===== src/rtl/mem_lsu_pkg.sv =====
// Shared opcode encodings, exception causes and FSM state for the load/store stage.
// Also holds the access-size classification used by the alignment check.
package mem_lsu_pkg;

    localparam logic [5:0] OP_LB   = 6'b100001;
    localparam logic [5:0] OP_LH   = 6'b101011;
    localparam logic [5:0] OP_LBU  = 6'b101010;
    localparam logic [5:0] OP_LHU  = 6'b101100;
    localparam logic [5:0] OP_LW   = 6'b111101;
    localparam logic [5:0] OP_LL   = 6'b101000;
    localparam logic [5:0] OP_LWC1 = 6'b110101;
    localparam logic [5:0] OP_LWL  = 6'b101101;
    localparam logic [5:0] OP_LWR  = 6'b101110;
    localparam logic [5:0] OP_SB   = 6'b101111;
    localparam logic [5:0] OP_SH   = 6'b110000;
    localparam logic [5:0] OP_SW   = 6'b110001;
    localparam logic [5:0] OP_SC   = 6'b110110;
    localparam logic [5:0] OP_SWL  = 6'b110010;
    localparam logic [5:0] OP_SWR  = 6'b110011;

    localparam logic [1:0] EXC_NONE    = 2'd0;
    localparam logic [1:0] EXC_MIS_LD  = 2'd1;
    localparam logic [1:0] EXC_MIS_ST  = 2'd2;
    localparam logic [1:0] EXC_TIMEOUT = 2'd3;

    typedef enum logic [1:0] {ST_IDLE, ST_WAIT, ST_RETIRE} lsu_state_e;
    typedef enum logic [1:0] {SZ_BYTE, SZ_HALF, SZ_WORD, SZ_PART} acc_size_e;

    // Unknown codes fall through to word size so they get the word alignment rule.
    function automatic acc_size_e acc_size(input logic [5:0] op);
        case (op)
            OP_LB, OP_LBU, OP_SB:           acc_size = SZ_BYTE;
            OP_LH, OP_LHU, OP_SH:           acc_size = SZ_HALF;
            OP_LWL, OP_LWR, OP_SWL, OP_SWR: acc_size = SZ_PART;
            default:                        acc_size = SZ_WORD;
        endcase
    endfunction

    function automatic logic misaligned(input logic [5:0] op, input logic [1:0] off);
        acc_size_e sz;
        sz = acc_size(op);
        misaligned = ((sz == SZ_HALF) && off[0]) || ((sz == SZ_WORD) && (off != 2'b00));
    endfunction

endpackage


===== src/rtl/mem_lsu_stage_lane_align.sv =====
// Byte-lane steering: load extract/merge and store byte-enable/data generation; purely combinational.
// No state and no backpressure; partial-word ops on little-endian use the mirrored offset.
module lsu_lane_align
    import mem_lsu_pkg::*;
#(
    parameter bit BIG_ENDIAN = 1'b1
) (
    input  logic [5:0]  st_op,
    input  logic [1:0]  st_off,
    input  logic [31:0] st_rt,
    output logic [3:0]  st_be,
    output logic [31:0] st_wdata,
    input  logic [5:0]  ld_op,
    input  logic [1:0]  ld_off,
    input  logic [31:0] ld_rdata,
    input  logic [31:0] ld_rt,
    output logic [31:0] ld_result
);

    logic [1:0]  ld_lane, ld_hlane, ld_eo, ld_ieo;
    logic [1:0]  st_lane, st_hlane, st_eo, st_ieo;
    logic [7:0]  ld_byte;
    logic [15:0] ld_half;

    always_comb begin
        ld_lane   = BIG_ENDIAN ? (2'd3 - ld_off) : ld_off;
        ld_hlane  = BIG_ENDIAN ? (2'd2 - ld_off) : ld_off;
        ld_eo     = BIG_ENDIAN ? ld_off : (2'd3 - ld_off);
        ld_ieo    = 2'd3 - ld_eo;
        ld_byte   = 8'(ld_rdata >> {ld_lane, 3'b000});
        ld_half   = 16'(ld_rdata >> {ld_hlane, 3'b000});
        case (ld_op)
            OP_LB:   ld_result = {{24{ld_byte[7]}}, ld_byte};
            OP_LBU:  ld_result = {24'h0, ld_byte};
            OP_LH:   ld_result = {{16{ld_half[15]}}, ld_half};
            OP_LHU:  ld_result = {16'h0, ld_half};
            OP_LWL:  ld_result = (ld_rdata << {ld_eo, 3'b000})
                               | (ld_rt & ~(32'hFFFF_FFFF << {ld_eo, 3'b000}));
            OP_LWR:  ld_result = (ld_rdata >> {ld_ieo, 3'b000})
                               | (ld_rt & ~(32'hFFFF_FFFF >> {ld_ieo, 3'b000}));
            default: ld_result = ld_rdata;
        endcase
    end

    always_comb begin
        st_lane  = BIG_ENDIAN ? (2'd3 - st_off) : st_off;
        st_hlane = BIG_ENDIAN ? (2'd2 - st_off) : st_off;
        st_eo    = BIG_ENDIAN ? st_off : (2'd3 - st_off);
        st_ieo   = 2'd3 - st_eo;
        case (st_op)
            OP_SB: begin
                st_be    = 4'b0001 << st_lane;
                st_wdata = {4{st_rt[7:0]}};
            end
            OP_SH: begin
                st_be    = 4'b0011 << st_hlane;
                st_wdata = {2{st_rt[15:0]}};
            end
            OP_SWL: begin
                st_be    = 4'b1111 >> st_eo;
                st_wdata = st_rt >> {st_eo, 3'b000};
            end
            OP_SWR: begin
                st_be    = 4'b1111 << st_ieo;
                st_wdata = st_rt << {st_ieo, 3'b000};
            end
            default: begin
                st_be    = 4'b1111;
                st_wdata = st_rt;
            end
        endcase
    end

endmodule


===== src/rtl/mem_lsu_stage.sv =====
// Load/store stage between EXE and WB; non-memory ops retire in 1 cycle, memory ops in ack wait + 2.
// Backpressure: stall_out holds EXE from a memory op's first cycle until dm_ack or timeout.
module mem_lsu_stage
    import mem_lsu_pkg::*;
#(
    parameter int ADDR_W         = 32,
    parameter bit BIG_ENDIAN     = 1'b1,
    parameter int TIMEOUT_CYCLES = 255,
    parameter bit DEBUG_PRINT    = 1'b1
) (
    input  logic              CLK,
    input  logic              RESET,
    input  logic              in_valid,
    input  logic [31:0]       in_instr,
    input  logic [31:0]       in_pc,
    input  logic [ADDR_W-1:0] in_alu_result,
    input  logic [4:0]        in_write_reg,
    input  logic [31:0]       in_store_data,
    input  logic              in_reg_write,
    input  logic [5:0]        in_alu_ctrl,
    input  logic              in_mem_read,
    input  logic              in_mem_write,
    output logic              stall_out,
    output logic              out_valid,
    output logic [4:0]        WriteRegister1_OUT,
    output logic              RegWrite1_OUT,
    output logic [31:0]       WriteData1_OUT,
    output logic              dm_req,
    output logic              dm_we,
    output logic [ADDR_W-1:0] dm_addr,
    output logic [3:0]        dm_be,
    output logic [31:0]       dm_wdata,
    input  logic              dm_ack,
    input  logic [31:0]       dm_rdata,
    output logic              exc_valid,
    output logic [1:0]        exc_cause
);

    localparam int CNT_W = (TIMEOUT_CYCLES < 2) ? 1 : $clog2(TIMEOUT_CYCLES + 1);

    lsu_state_e        state_q, state_d;
    logic [CNT_W-1:0]  cnt_q, cnt_d;
    logic [5:0]        cap_op_q, cap_op_d;
    logic [1:0]        cap_off_q, cap_off_d;
    logic [31:0]       cap_rt_q, cap_rt_d;
    logic [31:0]       cap_alu_q, cap_alu_d;
    logic [4:0]        cap_wreg_q, cap_wreg_d;
    logic              cap_regw_q, cap_regw_d;
    logic              cap_rd_q, cap_rd_d;
    logic              out_valid_q, out_valid_d;
    logic [4:0]        wb_reg_q, wb_reg_d;
    logic              wb_we_q, wb_we_d;
    logic [31:0]       wb_data_q, wb_data_d;
    logic              exc_valid_q, exc_valid_d;
    logic [1:0]        exc_cause_q, exc_cause_d;
    logic              dm_req_q, dm_req_d;
    logic              dm_we_q, dm_we_d;
    logic [ADDR_W-1:0] dm_addr_q, dm_addr_d;
    logic [3:0]        dm_be_q, dm_be_d;
    logic [31:0]       dm_wdata_q, dm_wdata_d;

    logic        is_mem, mis, timeout_hit;
    logic [1:0]  in_off;
    logic [3:0]  st_be;
    logic [31:0] st_wdata, ld_result;
    logic        unused_dbg;

    assign is_mem      = in_mem_read | in_mem_write;
    assign in_off      = in_alu_result[1:0];
    assign mis         = misaligned(in_alu_ctrl, in_off);
    assign timeout_hit = (TIMEOUT_CYCLES != 0) && (cnt_q == CNT_W'(TIMEOUT_CYCLES - 1));
    assign unused_dbg  = (^{in_instr, in_pc}) ^ DEBUG_PRINT;

    lsu_lane_align #(.BIG_ENDIAN(BIG_ENDIAN)) u_align (
        .st_op     (in_alu_ctrl),
        .st_off    (in_off),
        .st_rt     (in_store_data),
        .st_be     (st_be),
        .st_wdata  (st_wdata),
        .ld_op     (cap_op_q),
        .ld_off    (cap_off_q),
        .ld_rdata  (dm_rdata),
        .ld_rt     (cap_rt_q),
        .ld_result (ld_result)
    );

    always_comb begin
        state_d     = state_q;
        cnt_d       = cnt_q;
        cap_op_d    = cap_op_q;
        cap_off_d   = cap_off_q;
        cap_rt_d    = cap_rt_q;
        cap_alu_d   = cap_alu_q;
        cap_wreg_d  = cap_wreg_q;
        cap_regw_d  = cap_regw_q;
        cap_rd_d    = cap_rd_q;
        out_valid_d = 1'b0;
        wb_reg_d    = wb_reg_q;
        wb_we_d     = 1'b0;
        wb_data_d   = wb_data_q;
        exc_valid_d = 1'b0;
        exc_cause_d = EXC_NONE;
        dm_req_d    = dm_req_q;
        dm_we_d     = dm_we_q;
        dm_addr_d   = dm_addr_q;
        dm_be_d     = dm_be_q;
        dm_wdata_d  = dm_wdata_q;
        case (state_q)
            ST_IDLE: begin
                if (in_valid && is_mem) begin
                    cap_op_d   = in_alu_ctrl;
                    cap_off_d  = in_off;
                    cap_rt_d   = in_store_data;
                    cap_alu_d  = 32'(in_alu_result);
                    cap_wreg_d = in_write_reg;
                    cap_regw_d = in_reg_write;
                    cap_rd_d   = in_mem_read;
                    cnt_d      = '0;
                    if (mis) begin
                        state_d     = ST_RETIRE;
                        out_valid_d = 1'b1;
                        wb_reg_d    = in_write_reg;
                        wb_data_d   = 32'h0;
                        exc_valid_d = 1'b1;
                        exc_cause_d = in_mem_read ? EXC_MIS_LD : EXC_MIS_ST;
                    end else begin
                        state_d    = ST_WAIT;
                        dm_req_d   = 1'b1;
                        dm_we_d    = in_mem_write;
                        dm_addr_d  = {in_alu_result[ADDR_W-1:2], 2'b00};
                        dm_be_d    = in_mem_write ? st_be : 4'b0000;
                        dm_wdata_d = in_mem_write ? st_wdata : 32'h0;
                    end
                end else if (in_valid) begin
                    out_valid_d = 1'b1;
                    wb_reg_d    = in_write_reg;
                    wb_we_d     = in_reg_write;
                    wb_data_d   = 32'(in_alu_result);
                end
            end
            ST_WAIT: begin
                cnt_d = cnt_q + CNT_W'(1);
                // An ack in the limit cycle still completes the access normally.
                if (dm_ack || timeout_hit) begin
                    state_d     = ST_RETIRE;
                    cnt_d       = '0;
                    dm_req_d    = 1'b0;
                    dm_we_d     = 1'b0;
                    dm_addr_d   = '0;
                    dm_be_d     = 4'b0000;
                    dm_wdata_d  = 32'h0;
                    out_valid_d = 1'b1;
                    wb_reg_d    = cap_wreg_q;
                    if (dm_ack) begin
                        wb_we_d   = cap_regw_q;
                        wb_data_d = cap_rd_q ? ld_result : cap_alu_q;
                    end else begin
                        wb_data_d   = 32'h0;
                        exc_valid_d = 1'b1;
                        exc_cause_d = EXC_TIMEOUT;
                    end
                end
            end
            default: begin
                // EXE still shows the finished op this cycle; it advances at this edge.
                state_d = ST_IDLE;
            end
        endcase
    end

    always_ff @(posedge CLK or negedge RESET) begin
        if (!RESET) begin
            state_q     <= ST_IDLE;
            cnt_q       <= '0;
            cap_op_q    <= '0;
            cap_off_q   <= '0;
            cap_rt_q    <= '0;
            cap_alu_q   <= '0;
            cap_wreg_q  <= '0;
            cap_regw_q  <= 1'b0;
            cap_rd_q    <= 1'b0;
            out_valid_q <= 1'b0;
            wb_reg_q    <= '0;
            wb_we_q     <= 1'b0;
            wb_data_q   <= '0;
            exc_valid_q <= 1'b0;
            exc_cause_q <= EXC_NONE;
            dm_req_q    <= 1'b0;
            dm_we_q     <= 1'b0;
            dm_addr_q   <= '0;
            dm_be_q     <= '0;
            dm_wdata_q  <= '0;
        end else begin
            state_q     <= state_d;
            cnt_q       <= cnt_d;
            cap_op_q    <= cap_op_d;
            cap_off_q   <= cap_off_d;
            cap_rt_q    <= cap_rt_d;
            cap_alu_q   <= cap_alu_d;
            cap_wreg_q  <= cap_wreg_d;
            cap_regw_q  <= cap_regw_d;
            cap_rd_q    <= cap_rd_d;
            out_valid_q <= out_valid_d;
            wb_reg_q    <= wb_reg_d;
            wb_we_q     <= wb_we_d;
            wb_data_q   <= wb_data_d;
            exc_valid_q <= exc_valid_d;
            exc_cause_q <= exc_cause_d;
            dm_req_q    <= dm_req_d;
            dm_we_q     <= dm_we_d;
            dm_addr_q   <= dm_addr_d;
            dm_be_q     <= dm_be_d;
            dm_wdata_q  <= dm_wdata_d;
        end
    end

    assign stall_out          = RESET && (((state_q == ST_IDLE) && in_valid && is_mem) || (state_q == ST_WAIT));
    assign out_valid          = out_valid_q;
    assign WriteRegister1_OUT = wb_reg_q;
    assign RegWrite1_OUT      = wb_we_q;
    assign WriteData1_OUT     = wb_data_q;
    assign exc_valid          = exc_valid_q;
    assign exc_cause          = exc_cause_q;
    assign dm_req             = dm_req_q;
    assign dm_we              = dm_we_q;
    assign dm_addr            = dm_addr_q;
    assign dm_be              = dm_be_q;
    assign dm_wdata           = dm_wdata_q;

endmodule

===== config.mk =====
export PLATFORM = sky130hd
export DESIGN_NAME = mem_lsu_stage
export DESIGN_NICKNAME = d
export VERILOG_FILES = /design/src/rtl/mem_lsu_pkg.sv /design/src/rtl/mem_lsu_stage_lane_align.sv /design/src/rtl/mem_lsu_stage.sv
export SDC_FILE = /design/constraint.sdc
export NUM_CORES = 1
export LEC_CHECK = 0
export CAP_MARGIN = 40
export CORE_MARGIN = 8
export CORE_UTILIZATION = 51
export CTS_CLUSTER_SIZE = 14
export DETAILED_ROUTE_END_ITERATION = 16
export GPL_TIMING_DRIVEN = 0
export PLACE_DENSITY = 0.82
export SETUP_SLACK_MARGIN = 0.1
export SYNTH_ARGS = -nofsm -noshare
export SYNTH_HDL_FRONTEND = slang
export SYNTH_SLANG_ARGS = --single-unit

===== constraint.sdc =====
create_clock -name CLK -period 3.6 [get_ports CLK]
set_input_delay 0.36 -clock CLK [delete_from_list [all_inputs] [get_ports CLK]]
set_output_delay 0.36 -clock CLK [all_outputs]
set_load 0.02 [all_outputs]

* Word level (Yosys, flattened, before mapping) *
Cells that the tools add are included.

storage, ports and cells
  bits in writable memories = 0
  latch bits = 0
  memories = 0
  memory bits (read-only) = 0
  output and inout port bits = 113
  input bits = 178
  register bits after elaboration = 201

cells by class
  multiplexer cells = 63
  divide/modulo/power cells = 0
  add/subtract/negate cells = 5
  equal/unequal tests = 25
  shift operators = 11
  reductions and logical operators = 20
  multipliers = 0
  bitwise operators = 7
  magnitude comparators = 0

operator list
  kind                                                                  number
  32-bit 2-to-1 mux                                                     12
  32-bit one-hot mux with 2 select lines                                3
  32-bit one-hot mux with 6 select lines                                1
  32-bit one-hot mux with 4 select lines                                1
  6-bit equality test (second input constant)                           16
  32-bit AND                                                            2
  32-bit inverter                                                       2
  32-bit bitwise OR                                                     2
  32-bit by 5-bit left shift with 32-bit output                         2
  32-bit by 5-bit >> shifter with 32-bit output                         2
  32-bit by 5-bit left shift with 32-bit output (first input constant)  1
  32-bit by 5-bit >> shifter with 16-bit output                         1
  32-bit by 5-bit >> shifter with 32-bit output (first input constant)  1
  5-bit 2-to-1 mux                                                      4
  1-bit 2-to-1 mux                                                      16
  2-bit 2-to-1 mux                                                      8
  4-bit 2-to-1 mux                                                      4
  8-bit 2-to-1 mux                                                      2
  4-bit one-hot mux with 4 select lines                                 1
  8-bit one-hot mux with 2 select lines                                 1
  1-bit one-hot mux with 2 select lines                                 5
  5-bit one-hot mux with 2 select lines                                 1
  8-bit by 1-bit adder with 8-bit output (second input constant)        1
  8-bit equality test (second input constant)                           1
  21 further kinds                                                      41

* Depth between registers and ports, before layout *
  depth after elaboration = 10
  mapped depth = 13

* Cells and area by module *
From an unflattened synthesis, not the netlist that was laid out.

unflattened totals
  cells, all modules = 1,286
  area total of the unflattened synthesis = 12,360.6 um^2

by module, submodules not included
  module          instances  cells an instance  area an instance (um^2)  seq. area each (um^2)
  mem_lsu_stage   1          778                8,323.0                  4,929.7
  lsu_lane_align  1          508                4,037.6                  0.0

* Worst setup path after synthesis *
No wires, ideal clock.

  path type = register to register
  start point = register, netlist name cap_alu_q[1]
  end point = register wb_data_q[10], in the netlist WriteData1_OUT[10]
  arrival time = 2,919 ps
  cell stages (with the launch flop) = 14
  path slack = 556 ps
  cell sequence = dfrtp_1 -> buf_2 -> buf_2 -> inv_1 -> clkbuf_1 -> ha_1 -> buf_2 -> buf_2 -> mux2_2 -> a22oi_1 -> o2bb2ai_1 -> a221oi_1 -> a22oi_1 -> mux2_4

RTL lines
  item                  RTL line              source
  to (signal assigned)  mem_lsu_stage.sv:206  wb_data_q <= wb_data_d;
  to (decl)             mem_lsu_stage.sv:53   logic [31:0] wb_data_q, wb_data_d;

==> out/metrics.csv <==
stage,metric,value,unit
status,status,finished clean,
final_layout,# diodes,0,
final_layout,share of post-route cells with drive strength above 1,0.108,
critical_path,CP max stage delay,380,ps
hold_path,path category of the worst min-delay check,input port to register,
global_routing,initial antenna violation count,0,
final_layout,Final Util,0.662,
power,Power Density,614,nW/um^2
final_layout,nets@finish,1844,
floorplanning,die area,29300,um^2
timing,endpoints failing setup,0,
timing,clk_skew,16.7,ps
global_routing,largest net degree at the start of global routing,124,
drt,Vias,12800,
critical_path,crit path buf inv count,6,
logic_synthesis,"count leader, synth",nand2_1,
cts,total CTS buffers,17,
cts,root buffer cell,clkbuf_16,
floorplanning,Initial Util,0.521,
cts,CTS tree,yes,
cts,Post-CTS Repair Setup Buffers,0,
logic_synthesis,Mapped Cells,1413,
logic_synthesis,mean post-synth cell area,8.68,um^2
floorplanning,die height,171,um
cts,maximum clock insertion buffer count,2,
place,Detailed Place HPWL,38.7,mm
critical_path,CP top delay family,buffers and inverters,
critical_path,endpoint class of the critical path,register,
critical_path,WS Path Type,register to register,
timing,Slew HR,0.406,
drt,Final ANT Viol Nets,0,
critical_path,critical-path cell list,clkbuf_4 -> buf_6 -> inv_1 -> buf_2 -> ha_1 -> buf_4 -> mux2_2 -> a21oi_2 -> o41a_1 -> nor2b_4 -> buf_4 -> a21oi_2 -> a311o_1,
drt,Routed WL,51.0,mm
drt,# DRC,0,
hold_path,Worst Hold End,cap_op_q[3],
power,Leak,6.65,nW
power,worst vdd ir,0.000370,V
timing,unrepaired setup endpoints after global routing,no,
logic_synthesis,synth warn,0,
place,DP Worst Slack,-397,ps
timing,max-slew violation count,0,
timing,TNS Setup,0,ps
logic_synthesis,post-synthesis cell type count,89,
critical_path,worst reg2reg path startpoint,cap_alu_q[1],
logic_synthesis,netlist area before placement,12300,um^2
final_layout,"non-filler cells, final",1988,
floorplanning,core area,23500,um^2
place,Routability Congestion,1.05,
drt,WL/cell,25.6,um
critical_path,Crit path required time,3930,ps
logic_synthesis,"Seq/Total Area, Yosys",0.402,
drt,drt first pass iters,8,
critical_path,arrival time worst endpoint,3720,ps
floorplanning,io pins,291,
cts,clock slew at reported path FFs,80,ps
final_layout,synthesis-to-finish area growth,27.1,%
place,Port Buffers,221,
timing,Least-Margin Pin Slew,889,ps
power,total power,9.58,mW
logic_synthesis,leading cell types by total area after synthesis,"dfrtp_1 40%, nand2_1 11%, o21ai_0 3.8%",
floorplanning,Die Wd,171,um
cts,# clock sinks,197,
global_routing,vias in the first global route,12700,
logic_synthesis,Synth top area share,0.402,
place,Inst Count DP,1955,
hold_path,HP Start,in_alu_ctrl[3],
timing,final hold violation count,0,
cts,"Clk Latency, worst-skew pair",450,ps
final_layout,final instance area,15600,um^2
cts,H-Tree Depth,4,
global_routing,GRT Total Usage,0.345,
timing,fmax,295,MHz
logic_synthesis,ys flop type,dfrtp_1,
flow_run,# Max-Cap Violations,0,
critical_path,Worst path slowest cell,dfrtp_1,
timing,slack of the critical path,207,ps
critical_path,slack of the worst reg-to-reg path,210,ps
drt,DRT iter0 DRCs,1564,
critical_path,Worst R2R Path Depth,13,
floorplanning,Rows,56,
logic_synthesis,Yosys reg bits,197,
critical_path,RR Endpoint,WriteData1_OUT[31],
global_routing,first-pass GRT wire length,76.8,mm
critical_path,worst-path maximum fanout,11,
global_routing,gr ovfl total,0,
logic_synthesis,async set-or-reset flop fraction in the synthesized netlist,1.00,
place,DP Area,14900,um^2
timing,minimum clock period after layout,3390,ps
timing,final period utilization,0.943,
logic_synthesis,most frequent cells after synthesis,"366 x nand2_1, 197 x dfrtp_1, 93 x o21ai_0, 89 x a21oi_1, 73 x nor2_1",
logic_synthesis,"EDFF count, synth",0,
timing,hold slack,155,ps
logic_synthesis,leading area contributor after synthesis,dfrtp_1,
hold_path,WHS Path Cells,3,
drt,via-per-instance ratio,6.45,
critical_path,CP Launch Type,register,
layer usage:
layer  GRT usage  up-vias  share of wire
li1            -     5598              -
met1       0.444     6216           0.39
met2       0.539      848           0.45
met3      0.0784      170           0.10
met4       0.177        0          0.055
met5           0        -              0
repair_timing:
| item | 4_1_cts | 5_1_grt |
|---|---|---|
| hold endpoints to repair | 75 | 0 |
| resized for setup | 8 | 13 |
| hold buffers | 1 | 0 |
| setup endpoints to repair | 30 | 29 |
cell type report:
cell class,instances,area (um^2)
Sequential cell,197,4930
Multi-Input combinational cell,1095,6810
Tap cell,319,399
Inverter,12,50.0
Clock buffer,18,439
Timing Repair Buffer,223,2250
Fill cell,1996,7950
Clock inverter,14,176
Buffer,110,539
power by group:
group          total, mW  internal, mW  switching [mW]
Combinational       4.23          1.82            2.41
Clock               2.03         0.969            1.06
Sequential          3.33          2.86           0.467
Total               9.58          5.65            3.93
flip-flops by register name (all words and copies together), names as in the netlist:
signal	count
RegWrite1_OUT	1
WriteData1_OUT	32
WriteRegister1_OUT	5
cap_alu_q	31
cap_off_q	1
cap_op_q	6
cap_rd_q	1
cap_regw_q	1
cap_rt_q	32
cap_wreg_q	5
cnt_q	8
dm_addr	30
dm_be	4
dm_req	1
dm_wdata	32
dm_we	1
exc_cause	2
exc_valid	1
out_valid	1
state_q	2
worst register-to-register path: cells and delay by family (launching register included):
family | cells | cell delay, ps
buf+inv | 6 | 1150
compound gates | 4 | 850
flops | 1 | 380
mux | 1 | 370
fa+ha+maj | 1 | 300
simple gates | 1 | 240
cells in the final DEF, fill, tap and decap left out, drive strengths merged, types with 27 or more instances in the layout:
| cell type | netlist | routed |
|---|---|---|
| nand3 | 27 | 27 |
| clkdlybuf4s50 | 0 | 220 |
| o21ai | 97 | 97 |
| clkbuf | 62 | 81 |
| mux2 | 53 | 53 |
| a21oi | 90 | 90 |
| nand2 | 366 | 366 |
| nor2b | 31 | 31 |
| a22oi | 39 | 39 |
| buf | 48 | 49 |
| nor2 | 74 | 74 |
| dfrtp | 197 | 197 |
| o2bb2ai | 34 | 34 |
worst max path at each step:
stage	startpoint	endpoint	slack, ps	depth (start not counted)
3_3_place_gp	RESET	dm_req	-5870	1
3_5_place_dp	cap_alu_q[1]	WriteData1_OUT[31]	-400	13
6_report	cap_alu_q[1]	WriteData1_OUT[31]	210	13
5_1_grt	cap_alu_q[1]	WriteData1_OUT[31]	110	13
2_1_floorplan	cap_alu_q[1]	WriteData1_OUT[10]	560	13
4_1_cts	cap_alu_q[1]	WriteData1_OUT[31]	50	13
logic make-up (layout without fill, tap and decap cells):
| logic type | Yosys count | after routing | synth area share |
|---|---|---|---|
| xor+xnor | 2 | 2 | 0.00143 |
| simple gates | 578 | 578 | 0.210 |
| mux | 92 | 92 | 0.0968 |
| flops | 197 | 197 | 0.402 |
| buf+inv | 122 | 377 | 0.0462 |
| fa+ha+maj | 10 | 10 | 0.0102 |
| compound gates | 411 | 411 | 0.233 |
| other cells | 1 | 2 | 0.000306 |
No activity file was read; power rests on OpenSTA's default activity.
